**config.mk**
```make
export PLATFORM = sky130hd
export DESIGN_NAME = aucohl_uart_rx_deser_flat
export DESIGN_NICKNAME = d
export VERILOG_FILES = /design/src/rtl/aucohl_uart_rx_deser_if.sv /design/src/rtl/aucohl_uart_rx_deser.sv /design/src/flat_wrapper.sv
export SDC_FILE = /design/constraint.sdc
export NUM_CORES = 1
export LEC_CHECK = 0
export CAP_MARGIN = 0
export CORE_UTILIZATION = 45
export DETAILED_ROUTE_END_ITERATION = 7
export PLACE_DENSITY = 0.67
export RECOVER_POWER = 50
export SLEW_MARGIN = 20
export SYNTH_ARGS = -nofsm -noshare
export SYNTH_HDL_FRONTEND = slang
export SYNTH_SLANG_ARGS = --single-unit
```
**constraint.sdc**
```tcl
create_clock -name clk -period 5.3 [get_ports clk]
set_clock_uncertainty 0.2 [all_clocks]
set_input_delay 0.795 -clock clk [delete_from_list [all_inputs] [get_ports clk]]
set_output_delay 0.795 -clock clk [all_outputs]
set_load 0.02 [all_outputs]
```
**src/rtl/aucohl_uart_rx_deser_if.sv**
```systemverilog
// aucohl_uart_rx_deser_if: FIFO write port between rx deserializer and FIFO.
// master = deserializer side, slave = FIFO side.
interface aucohl_uart_rx_deser_if #(
  parameter int DW = 8
) ();
  logic [DW-1:0] wdata;
  logic          wr;
  logic          fifo_full;

  modport master (
    output wdata,
    output wr,
    input  fifo_full
  );

  modport slave (
    input  wdata,
    input  wr,
    output fifo_full
  );
endinterface

```
**src/rtl/aucohl_uart_rx_deser.sv**
```systemverilog
// aucohl_uart_rx_deser: oversampling serial-frame deserializer into a FIFO.
// Optional parity bit enabled by macro AUCOHL_UART_RX_PARITY_EN.
module aucohl_uart_rx_deser #(
  parameter int DW = 8,
  parameter int OS = 16
) (
  input  logic clk,
  input  logic rst_n,
  input  logic en,
  input  logic tick,
  input  logic rx,
`ifdef AUCOHL_UART_RX_PARITY_EN
  input  logic parity_odd,
  output logic parity_err,
`endif
  aucohl_uart_rx_deser_if.master fifo,
  output logic frame_err,
  output logic overrun_err,
  output logic busy
);

  localparam int TW = (OS > 2) ? $clog2(OS) : 1;
  localparam int BW = (DW > 2) ? $clog2(DW) : 1;

  localparam logic [TW-1:0] T_END  = TW'(OS - 1);
  localparam logic [TW-1:0] T_HALF = TW'(OS / 2 - 1);
  localparam logic [BW-1:0] B_LAST = BW'(DW - 1);

  typedef enum logic [2:0] {
    IDLE,
    START,
    DATA,
`ifdef AUCOHL_UART_RX_PARITY_EN
    PARITY,
`endif
    STOP
  } state_e;

  state_e        state_q, state_d;
  logic [TW-1:0] tcnt_q, tcnt_d;
  logic [BW-1:0] bcnt_q, bcnt_d;
  logic [DW-1:0] sh_q, sh_d;
  logic [DW-1:0] wdata_q, wdata_d;
  logic          last_q, last_d;
  logic          wr_q, wr_d;
  logic          fe_q, fe_d;
  logic          oe_q, oe_d;
  logic          t_end;
`ifdef AUCOHL_UART_RX_PARITY_EN
  logic          par_q, par_d;
  logic          pe_q, pe_d;
  logic          perr;
`endif

  assign t_end = (tcnt_q == T_END);
`ifdef AUCOHL_UART_RX_PARITY_EN
  assign perr  = ((^sh_q) ^ par_q) != parity_odd;
`endif

  // Next-state and output decode; all progress gated by tick, en wins.
  always_comb begin
    state_d = state_q;
    tcnt_d  = tcnt_q;
    bcnt_d  = bcnt_q;
    sh_d    = sh_q;
    last_d  = last_q;
    wdata_d = wdata_q;
    wr_d    = 1'b0;
    fe_d    = 1'b0;
    oe_d    = 1'b0;
`ifdef AUCOHL_UART_RX_PARITY_EN
    par_d   = par_q;
    pe_d    = 1'b0;
`endif
    if (!en) begin
      state_d = IDLE;
      tcnt_d  = '0;
      bcnt_d  = '0;
    end else if (tick) begin
      last_d = rx;
      tcnt_d = tcnt_q + TW'(1);
      unique case (state_q)
        IDLE: begin
          tcnt_d = '0;
          if (!rx && last_q) begin
            state_d = START;
          end
        end
        START: begin
          if (tcnt_q == T_HALF) begin
            tcnt_d = '0;
            bcnt_d = '0;
            state_d = rx ? IDLE : DATA;
          end
        end
        DATA: begin
          if (t_end) begin
            tcnt_d = '0;
            sh_d   = {rx, sh_q[DW-1:1]};
            bcnt_d = bcnt_q + BW'(1);
            if (bcnt_q == B_LAST) begin
`ifdef AUCOHL_UART_RX_PARITY_EN
              state_d = PARITY;
`else
              state_d = STOP;
`endif
            end
          end
        end
`ifdef AUCOHL_UART_RX_PARITY_EN
        PARITY: begin
          if (t_end) begin
            tcnt_d  = '0;
            par_d   = rx;
            state_d = STOP;
          end
        end
`endif
        STOP: begin
          if (t_end) begin
            tcnt_d  = '0;
            state_d = IDLE;
`ifdef AUCOHL_UART_RX_PARITY_EN
            if (perr) begin
              pe_d = 1'b1;
              fe_d = !rx;
            end else
`endif
            if (!rx) begin
              fe_d = 1'b1;
            end else if (fifo.fifo_full) begin
              oe_d = 1'b1;
            end else begin
              wr_d    = 1'b1;
              wdata_d = sh_q;
            end
          end
        end
        default: begin
          state_d = IDLE;
          tcnt_d  = '0;
        end
      endcase
    end
  end

  // State, datapath and pulse registers.
  always_ff @(posedge clk or negedge rst_n) begin
    if (!rst_n) begin
      state_q <= IDLE;
      tcnt_q  <= '0;
      bcnt_q  <= '0;
      sh_q    <= '0;
      wdata_q <= '0;
      last_q  <= 1'b1;
      wr_q    <= 1'b0;
      fe_q    <= 1'b0;
      oe_q    <= 1'b0;
`ifdef AUCOHL_UART_RX_PARITY_EN
      par_q   <= 1'b0;
      pe_q    <= 1'b0;
`endif
    end else begin
      state_q <= state_d;
      tcnt_q  <= tcnt_d;
      bcnt_q  <= bcnt_d;
      sh_q    <= sh_d;
      wdata_q <= wdata_d;
      last_q  <= last_d;
      wr_q    <= wr_d;
      fe_q    <= fe_d;
      oe_q    <= oe_d;
`ifdef AUCOHL_UART_RX_PARITY_EN
      par_q   <= par_d;
      pe_q    <= pe_d;
`endif
    end
  end

  assign fifo.wdata  = wdata_q;
  assign fifo.wr     = wr_q;
  assign frame_err   = fe_q;
  assign overrun_err = oe_q;
  assign busy        = (state_q != IDLE);
`ifdef AUCOHL_UART_RX_PARITY_EN
  assign parity_err  = pe_q;
`endif

endmodule

```
**src/flat_wrapper.sv**
```systemverilog
// flat-port wrapper written by rule: the top's interface ports become plain ports
module aucohl_uart_rx_deser_flat 
#(
  parameter int DW = 8,
  parameter int OS = 16
)
  (clk, rst_n, en, tick, rx, frame_err, overrun_err, busy, fifo_wdata, fifo_wr, fifo_fifo_full);
  aucohl_uart_rx_deser_if #(.DW(DW)) fifo_i ();
  input  logic clk;
  input  logic rst_n;
  input  logic en;
  input  logic tick;
  input  logic rx;
  output logic frame_err;
  output logic overrun_err;
  output logic busy;
  output wire logic [$bits(fifo_i.wdata)-1:0] fifo_wdata;
  output wire logic [$bits(fifo_i.wr)-1:0] fifo_wr;
  input wire logic [$bits(fifo_i.fifo_full)-1:0] fifo_fifo_full;
  assign fifo_wdata = fifo_i.wdata;
  assign fifo_wr = fifo_i.wr;
  assign fifo_i.fifo_full = fifo_fifo_full;
  aucohl_uart_rx_deser #(.DW(DW), .OS(OS)) u_core (.clk(clk), .rst_n(rst_n), .en(en), .tick(tick), .rx(rx), .fifo(fifo_i), .frame_err(frame_err), .overrun_err(overrun_err), .busy(busy));
endmodule
```
# Yosys cells after proc, flatten, opt, wreduce, memory -nomap -nowiden
# Cells that the tools add are included.
[totals] reg_bits=30 latchBits=0 mem_bits_rw=0 rom_bits=0 input_bits=6 output_inout_bits=12 elab_cells=71 mem_count=0
[op_classes] n_addsub=2 mul=0 n_div=0 n_lt_le_gt_ge=0 n_eq_ne=13 shifts=0 mux=36 n_bitwise=1 reduce_logical=10
[ops] op="$mux 3" count=11
[ops] op="$mux 1" count=17
[ops] op="$mux 4" count=4
[ops] op="$ne 3x2->1 const B" count=5
[ops] op="$pmux 3 s4" count=1
[ops] op="$reduce_and 6->1" count=2
[ops] op="$pmux 4 s2" count=1
[ops] op="$reduce_and 4->1" count=2
[ops] op="$eq 3x2->1 const B" count=2
[ops] op="$pmux 3 s2" count=1
[ops] op="$add 4x1->4 const B" count=1
[ops] op="$eq 4x3->1 const B" count=1
[ops] op="$eq 4x4->1 const B" count=1
[ops] op="$add 3x1->3 const B" count=1
[ops] op="$eq 3x1->1 const B" count=1
[ops] op="$eq 3x3->1 const B" count=1
[ops] op="$logic_not 3->1" count=1
[ops] op="$ne 3x1->1 const B" count=1
[ops] op="$reduce_bool 3->1" count=1
[ops] op="$mux 2" count=1
[ops] op="$ne 2x1->1 const B" count=1
[ops] op="$reduce_and 2->1" count=1
[ops] op="$reduce_or 2->1" count=1
[ops] op="$logic_and 1x1->1" count=1
[ops] op="other kinds (2)" count=2

# Logic depth before layout (Yosys ltp)
# Gate-level depths: netlist of run 1.
[depth] word_depth=6 depth_mapped=6 mapped_depth_nobuf=5

# Least setup slack after synthesis of run 1
# No wires, ideal clock.
[synth_timing] path_kind="input to register" start="in tick" end="reg u_core.wdata_q[0], in the netlist u_core.fifo.wdata[0]" setup_ns=0.125 t_arrival_ns=1.981 t_required_ns=4.975 path_slack_ns=2.994 cell_stages=5 n_path_buf=1 cell_sequence="buf_4 > and4_4 > nand3_4 > nor3b_4 > mux2_2"
[synth_via] elab_chain_len=1
[synth_rtl] element="start: declaration" line_no="flat_wrapper.sv:12" rtl="input logic tick;"
[synth_rtl] element="$reduce_and 6->1 (no source line)"
[synth_rtl] element="end signal: assignment" line_no="aucohl_uart_rx_deser.sv:168" rtl="wdata_q <= wdata_d;"
[synth_rtl] element="end: declaration" line_no="aucohl_uart_rx_deser.sv:43" rtl="logic [DW-1:0] wdata_q, wdata_d;"
# No other way between the ends.
# A chain may end at the register's enable or synchronous reset.

# Worst setup path in the final report of run 1
[layout_timing] start="in en" end="reg u_core.wdata_q[6], in the netlist u_core.fifo.wdata[6]"
[layout_via] elab_chain_len=1
[layout_rtl] element="start: declaration" line_no="flat_wrapper.sv:11" rtl="input logic en;"
[layout_rtl] element="$reduce_and 6->1 (no source line)"
# No other way between the ends.

==> results of run 1 <==
-- through the flow --
stage	area [µm²]	setup WS (ns)	power, mW	instances
global route	1630	2.29	0.462	166
floorplan	1370	2.99	0.248	116
global placement	1550	2.17	0.260	158
detailed placement	1550	2.13	0.261	158
CTS	1640	2.48	0.447	166
finish	1630	2.40	0.440	166
-- power by group through the flow --
stage                     Combinational (mW)  Sequential [mW]  Clock [mW]
after floorplan                       0.0184            0.230           0
after global placement                0.0273            0.233           0
after detailed placement              0.0275            0.233           0
after CTS                             0.0276            0.229       0.191
after global routing                  0.0298            0.229       0.203
final                                 0.0262            0.229       0.185
-- final cells by class --
type	instances	area [µm²]	area share
Tap cell	31	38.8	0.0238
Inverter	2	7.51	0.00460
Sequential cell	29	727	0.446
Multi-Input combinational cell	78	598	0.367
Timing Repair Buffer	18	174	0.107
Clock buffer	7	55.1	0.0338
Clock inverter	1	30.0	0.0184
-- worst max-delay path, delay by kind of cell --
family                 cells  cell delay (ns)
buffers and inverters      1             0.84
AND/OR/NAND/NOR            3             0.87
multiplexers               1             0.38
-- final timing paths --
kind	to	start	cells after the start	slack (ns)
setup / recovery	u_core.fifo.wdata[6]$_DFFE_PN0P_	en	5	2.40
hold / removal	u_core.fifo.wdata[0]$_DFFE_PN0P_	u_core.fifo.wdata[0]$_DFFE_PN0P_	1	0.31
setup reg to reg	u_core.fifo.wdata[6]$_DFFE_PN0P_	u_core.tcnt_q[0]$_DFFE_PN0N_	5	3.22
hold reg to reg	u_core.fifo.wdata[0]$_DFFE_PN0P_	u_core.fifo.wdata[0]$_DFFE_PN0P_	1	0.31
max in group asynchronous	u_core.bcnt_q[2]$_DFFE_PN0P_	rst_n	2	2.81
min in group asynchronous	u_core.fifo.wdata[0]$_DFFE_PN0P_	rst_n	2	1.19
-- placed cells by master (no fill, tap or decap) --
cell / instances
nor2b_1: 1
nor3_1: 1
mux2_1: 1
ha_1: 3
nand3_1: 4
a21oi_1: 2
clkbuf_1: 2
and2_1: 2
a21boi_0: 2
xor2_1: 1
clkbuf_4: 5
or2_2: 1
mux2i_1: 4
and4_1: 1
o211ai_1: 3
nor3b_1: 2
nor2_2: 1
bufinv_16: 1
o22ai_1: 1
o221ai_1: 1
dfrtp_1: 28
dlygate4sd3_1: 3
a22oi_1: 1
mux2_2: 17
inv_1: 2
dfstp_2: 1
nand3_4: 1
nand2_1: 15
o31ai_1: 1
nor3b_4: 1
nor2_1: 5
nand3b_1: 4
clkbuf_8: 1
clkdlybuf4s50_1: 14
o21ai_0: 2
-- sequential cells by signal, indices dropped and copies added (netlist names), 2 cells and up --
signal,flops
u_core.tcnt_q,4
u_core.fifo.wdata,8
u_core.state_q,2
u_core.sh_q,8
u_core.bcnt_q,3
-- kinds of logic (layout without fill, tap and decap cells) --
group	after synthesis	in the layout	share of synthesized area
compound gates	13	13	0.0639
xor+xnor	1	1	0.00639
fa+ha+maj	3	3	0.0274
buf+inv	9	28	0.0319
flops	29	29	0.530
mux	22	22	0.177
simple gates	39	39	0.163
-- per-layer routing --
metal | vias to the layer above | wire length [µm] | global-route usage
met2 | 18 | 948 | 0.230
li1 | 441 | - | -
met1 | 424 | 1050 | 0.207
met4 | 0 | 37 | 0.0941
met5 | - | 0 | 0
met3 | 5 | 81 | 0.0499
==> impl_metrics.tcl, run 1 <==
set metrics [dict create \
    violations "DRC, capacitance limit, slew limit" \
    syn_nets 125 \
    port_buffers 17 \
    tns_ns 0 \
    syn2layout_area_growth_pct 18.9 \
    drt_iter0_markers 22 \
    cts_hold_buf 0 \
    synthArstFlopShare 1.00 \
    worstSkewPairLatency_ns 0.31 \
    criticalPathCategory "primary input to flop" \
    synth_edf_count 0 \
    combPwrFrac 0.060 \
    cts_made_buffers 5 \
    core_area_um2 2830 \
    synth_cell_types 32 \
    yosys-top-cells-count "dfrtp_1 (28), mux2_2 (17), nand2_1 (15), nor2_1 (5)" \
    final_core_util 0.576 \
    worst_path_largest_cell_delay_ns 0.84 \
    grt_pass1_vias 857 \
    critPathSlowestCell "dlygate4sd3_1" \
    dr.pass1.iters 8 \
    yosys-top-cells-area "dfrtp_1 (51%), mux2_2 (14%), nand2_1 (4.1%)" \
    final_antenna_net_count 0 \
    pwr-share-clk 0.420 \
    post_cts_resized 0 \
    p_leak_nw 0.732 \
    vias_per_cell 5.35 \
    worstPathArrival_ns 2.90 \
    grt_start_max_net_pins 30 \
    worstMarginPinSlew_ns 1.54 \
    cts_sinks 29 \
    io_pins 18 \
    overflow 0 \
    ys_ff_latch 29 \
    cts_post_setup_buffers_inserted 0 \
    peakVddDrop_v 0.000185 \
    run_status "finished, violations left" \
    setup_viol 0 \
    synth_cells 116 \
    syn_avg_cell_area_um2 11.8 \
    drt-total-wl_um 2120 \
    antenna_found_initial 0 \
    hold_path.class "flop to flop" \
    start_util 0.485 \
    yosys.area.top_type "dfrtp_1" \
    cp_max_fo 17 \
    grt_pass1_wl_um 3800 \
    synth-seq-area-share 0.530 \
    hold_violations 0 \
    std_cell_rows 19 \
    synth_area_um2 1370 \
    via_count 888 \
    fin_crit_ns 2.90 \
    p_per_area_nw_per_um2 270 \
    drv_cap 1 \
    die_h_um 57.2 \
    hpwlAfterDp_um 1440 \
    path_clk_slew_ns 0.09 \
    h-tree-depth 2 \
    slew_headroom -0.0289 \
    timing.hold.ws_ns 0.313 \
    antenna_cells 0 \
    final_max_slew_viol_count 30 \
    internal_power_mw 0.349 \
    rsz0062_at_grt "no" \
    p_seq_frac 0.520 \
    endpoint_kind "flop" \
    max_freq_mhz 345 \
    fp.dieArea_um2 3270 \
    path_cells "dlygate4sd3_1 -> and4_1 -> nand3_4 -> nor3b_4 -> mux2_2" \
    synth_most_common_cell "dfrtp_1" \
    routedWlPerCell_um 12.7 \
    cp.required_ns 5.30 \
    fin_nets 143 \
    worst_setup_path_start_kind "primary input" \
    fin_crit_sh 0.547 \
    drc 1 \
    yosys_warnings 0 \
    clockRootBuffer "clkbuf_4" \
    synth_flop_cell "dfrtp_1" \
    cts_max_path_buffers 2 \
    yosysTopAreaCellShare 0.511 \
    gp_congestion 0.709 \
    p_switching_mw 0.0911 \
    grtUsageTotal 0.158 \
    nFillCells 238 \
    die_w_um 57.2 \
    cts_tree "done" \
    drive_above_1_share 0.215 \
    switching_share 0.207 \
]
Note: power is estimated with default switching activity, not from simulation.
==> run 2: changes to the inputs <==
Settings changed: PLACE_DENSITY 0.67 to 0.7.
Clock period 5.3 ns to 2.6 ns, I/O delays scaled along.
==> run 2 against run 1 <==
Against the previous run:
- the flow finishes with violations (DRC)
- worst hold slack got worse by 0.017 ns
- routed wire length increased by 6.6%
- die area unchanged
- clock power increased by 150%
- via count increased by 4.4%
- global-route usage increased by 0.27 points
- combinational power increased by 120%
- sequential share of layout area decreased by 0.71 points
- critical path depth decreased by 3
- sequential power increased by 100%
==> impl_metrics.tcl, run 2 (synthesis gave the netlist of run 1 again) <==
set metrics [dict create \
    combPwrFrac 0.058 \
    cp_max_fo 11 \
    violations "DRC" \
    timing.hold.ws_ns 0.296 \
    gp_congestion 0.747 \
    cts_made_buffers 5 \
    std_cell_rows 19 \
    port_buffers 17 \
    drive_above_1_share 0.232 \
    syn2layout_area_growth_pct 20.8 \
    hold_violations 0 \
    p_seq_frac 0.476 \
    io_pins 18 \
    drt_iter0_markers 67 \
    fp.dieArea_um2 3270 \
    final_antenna_net_count 0 \
    crit_family "buffers and inverters" \
    grtUsageTotal 0.161 \
    final_max_slew_viol_count 0 \
    clockRootBuffer "clkbuf_4" \
    grt_start_max_net_pins 30 \
    grt_pass1_vias 851 \
    hold_path.class "flop to flop" \
    worstMarginPinSlew_ns 1.47 \
    p_switching_mw 0.197 \
    r2r_cells 5 \
    overflow 0 \
    path_cells "or2_2 -> clkdlybuf4s50_1" \
    hpwlAfterDp_um 1550 \
    drt-total-wl_um 2260 \
    critPathSlowestCell "clkdlybuf4s50_1" \
    switching_share 0.202 \
    dr.pass1.iters 6 \
    setup_viol 0 \
    die_w_um 57.2 \
    core_area_um2 2830 \
    cp_num_buf_inv 1 \
    worst_path_largest_cell_delay_ns 0.55 \
    routedWlPerCell_um 13.3 \
    path_clk_slew_ns 0.10 \
    worst_setup_path_start_kind "flop" \
    whs_path_depth 1 \
    die_h_um 57.2 \
    cts_hold_buf 0 \
    final_cell_mix "dfrtp_1 (28), mux2_2 (17), nand2_1 (15), clkdlybuf4s50_1 (15)" \
    place_area_um2 1570 \
    cts_max_path_buffers 2 \
    cp.required_ns 2.01 \
    start_util 0.485 \
    cts_post_setup_buffers_inserted 0 \
    final_common_cell "dfrtp_1" \
    vias_per_cell 5.49 \
    antenna_cells 0 \
    run_status "finished, violations left" \
    crit_cells 2 \
    tns_ns 0 \
    pwr-share-clk 0.466 \
    p_leak_nw 0.752 \
    antenna_found_initial 0 \
    drc 1 \
    max_freq_mhz 426 \
    drv_cap 0 \
    criticalPathCategory "flop to output port" \
    peakVddDrop_v 0.000381 \
    final_core_util 0.586 \
    worstPathArrival_ns 1.76 \
    cts_sinks 29 \
    endpoint_kind "output port" \
    via_count 927 \
    p_per_area_nw_per_um2 591 \
    fin_crit_sh 0.903 \
    finalInstanceArea_um2 1660 \
    rsz0062_at_grt "no" \
    worstSkewPairLatency_ns 0.32 \
    h-tree-depth 2 \
    post_cts_resized 0 \
    fin_crit_ns 2.35 \
    internal_power_mw 0.781 \
    fin_nets 146 \
    slew_headroom 0.0224 \
    grt_pass1_wl_um 3950 \
    cts_tree "done" \
]
run 2: power by group through the flow:
stage               clock [mW]  sequential (mW)  combinational [mW]
floorplan                    0            0.469              0.0375
finish                   0.456            0.466              0.0565
detailed placement           0            0.476              0.0598
CTS                      0.468            0.467              0.0599
global route             0.489            0.467              0.0632
global placement             0            0.475              0.0584
run 2: final cells by class:
type | instances | area (µm²)
fill | 238 | 1170
sequential | 29 | 727
multi-input combinational | 78 | 588
timing repair buffer | 21 | 193
clock inverter | 3 | 65.1
tap | 31 | 38.8
clock buffer | 5 | 37.5
inverter | 2 | 7.51
run 2: final timing paths:
path | start | endpoint | slack, ns
min in group asynchronous | rst_n | u_core.tcnt_q[0]$_DFFE_PN0N_ | 0.74
worst min-delay path | u_core.fifo.wdata[2]$_DFFE_PN0P_ | u_core.fifo.wdata[2]$_DFFE_PN0P_ | 0.30
worst max register to register | u_core.tcnt_q[0]$_DFFE_PN0N_ | u_core.fifo.wdata[0]$_DFFE_PN0P_ | 0.36
worst min register to register | u_core.fifo.wdata[2]$_DFFE_PN0P_ | u_core.fifo.wdata[2]$_DFFE_PN0P_ | 0.30
worst max-delay path | u_core.state_q[1]$_DFFE_PN0P_ | busy | 0.25
max in group asynchronous | rst_n | u_core.sh_q[7]$_DFFE_PN0P_ | 0.59
run 2: metrics by stage:
stage | power (mW) | worst slack, ns | instances
5_1_grt | 1.02 | 0.190 | 169
3_5_place_dp | 0.535 | 0.194 | 161
2_1_floorplan | 0.506 | 0.699 | 116
4_1_cts | 0.995 | 0.224 | 169
6_report | 0.979 | 0.253 | 169
3_3_place_gp | 0.533 | 0.225 | 161
run 2: layer usage:
layer	part of all wire	global-route usage	wire [µm]	vias to the layer above
met2	0.47	0.240	1060	17
li1	-	-	-	448
met4	0.015	0.0732	33	0
met3	0.043	0.0499	98	5
met5	0	0	0	-
met1	0.47	0.215	1060	457
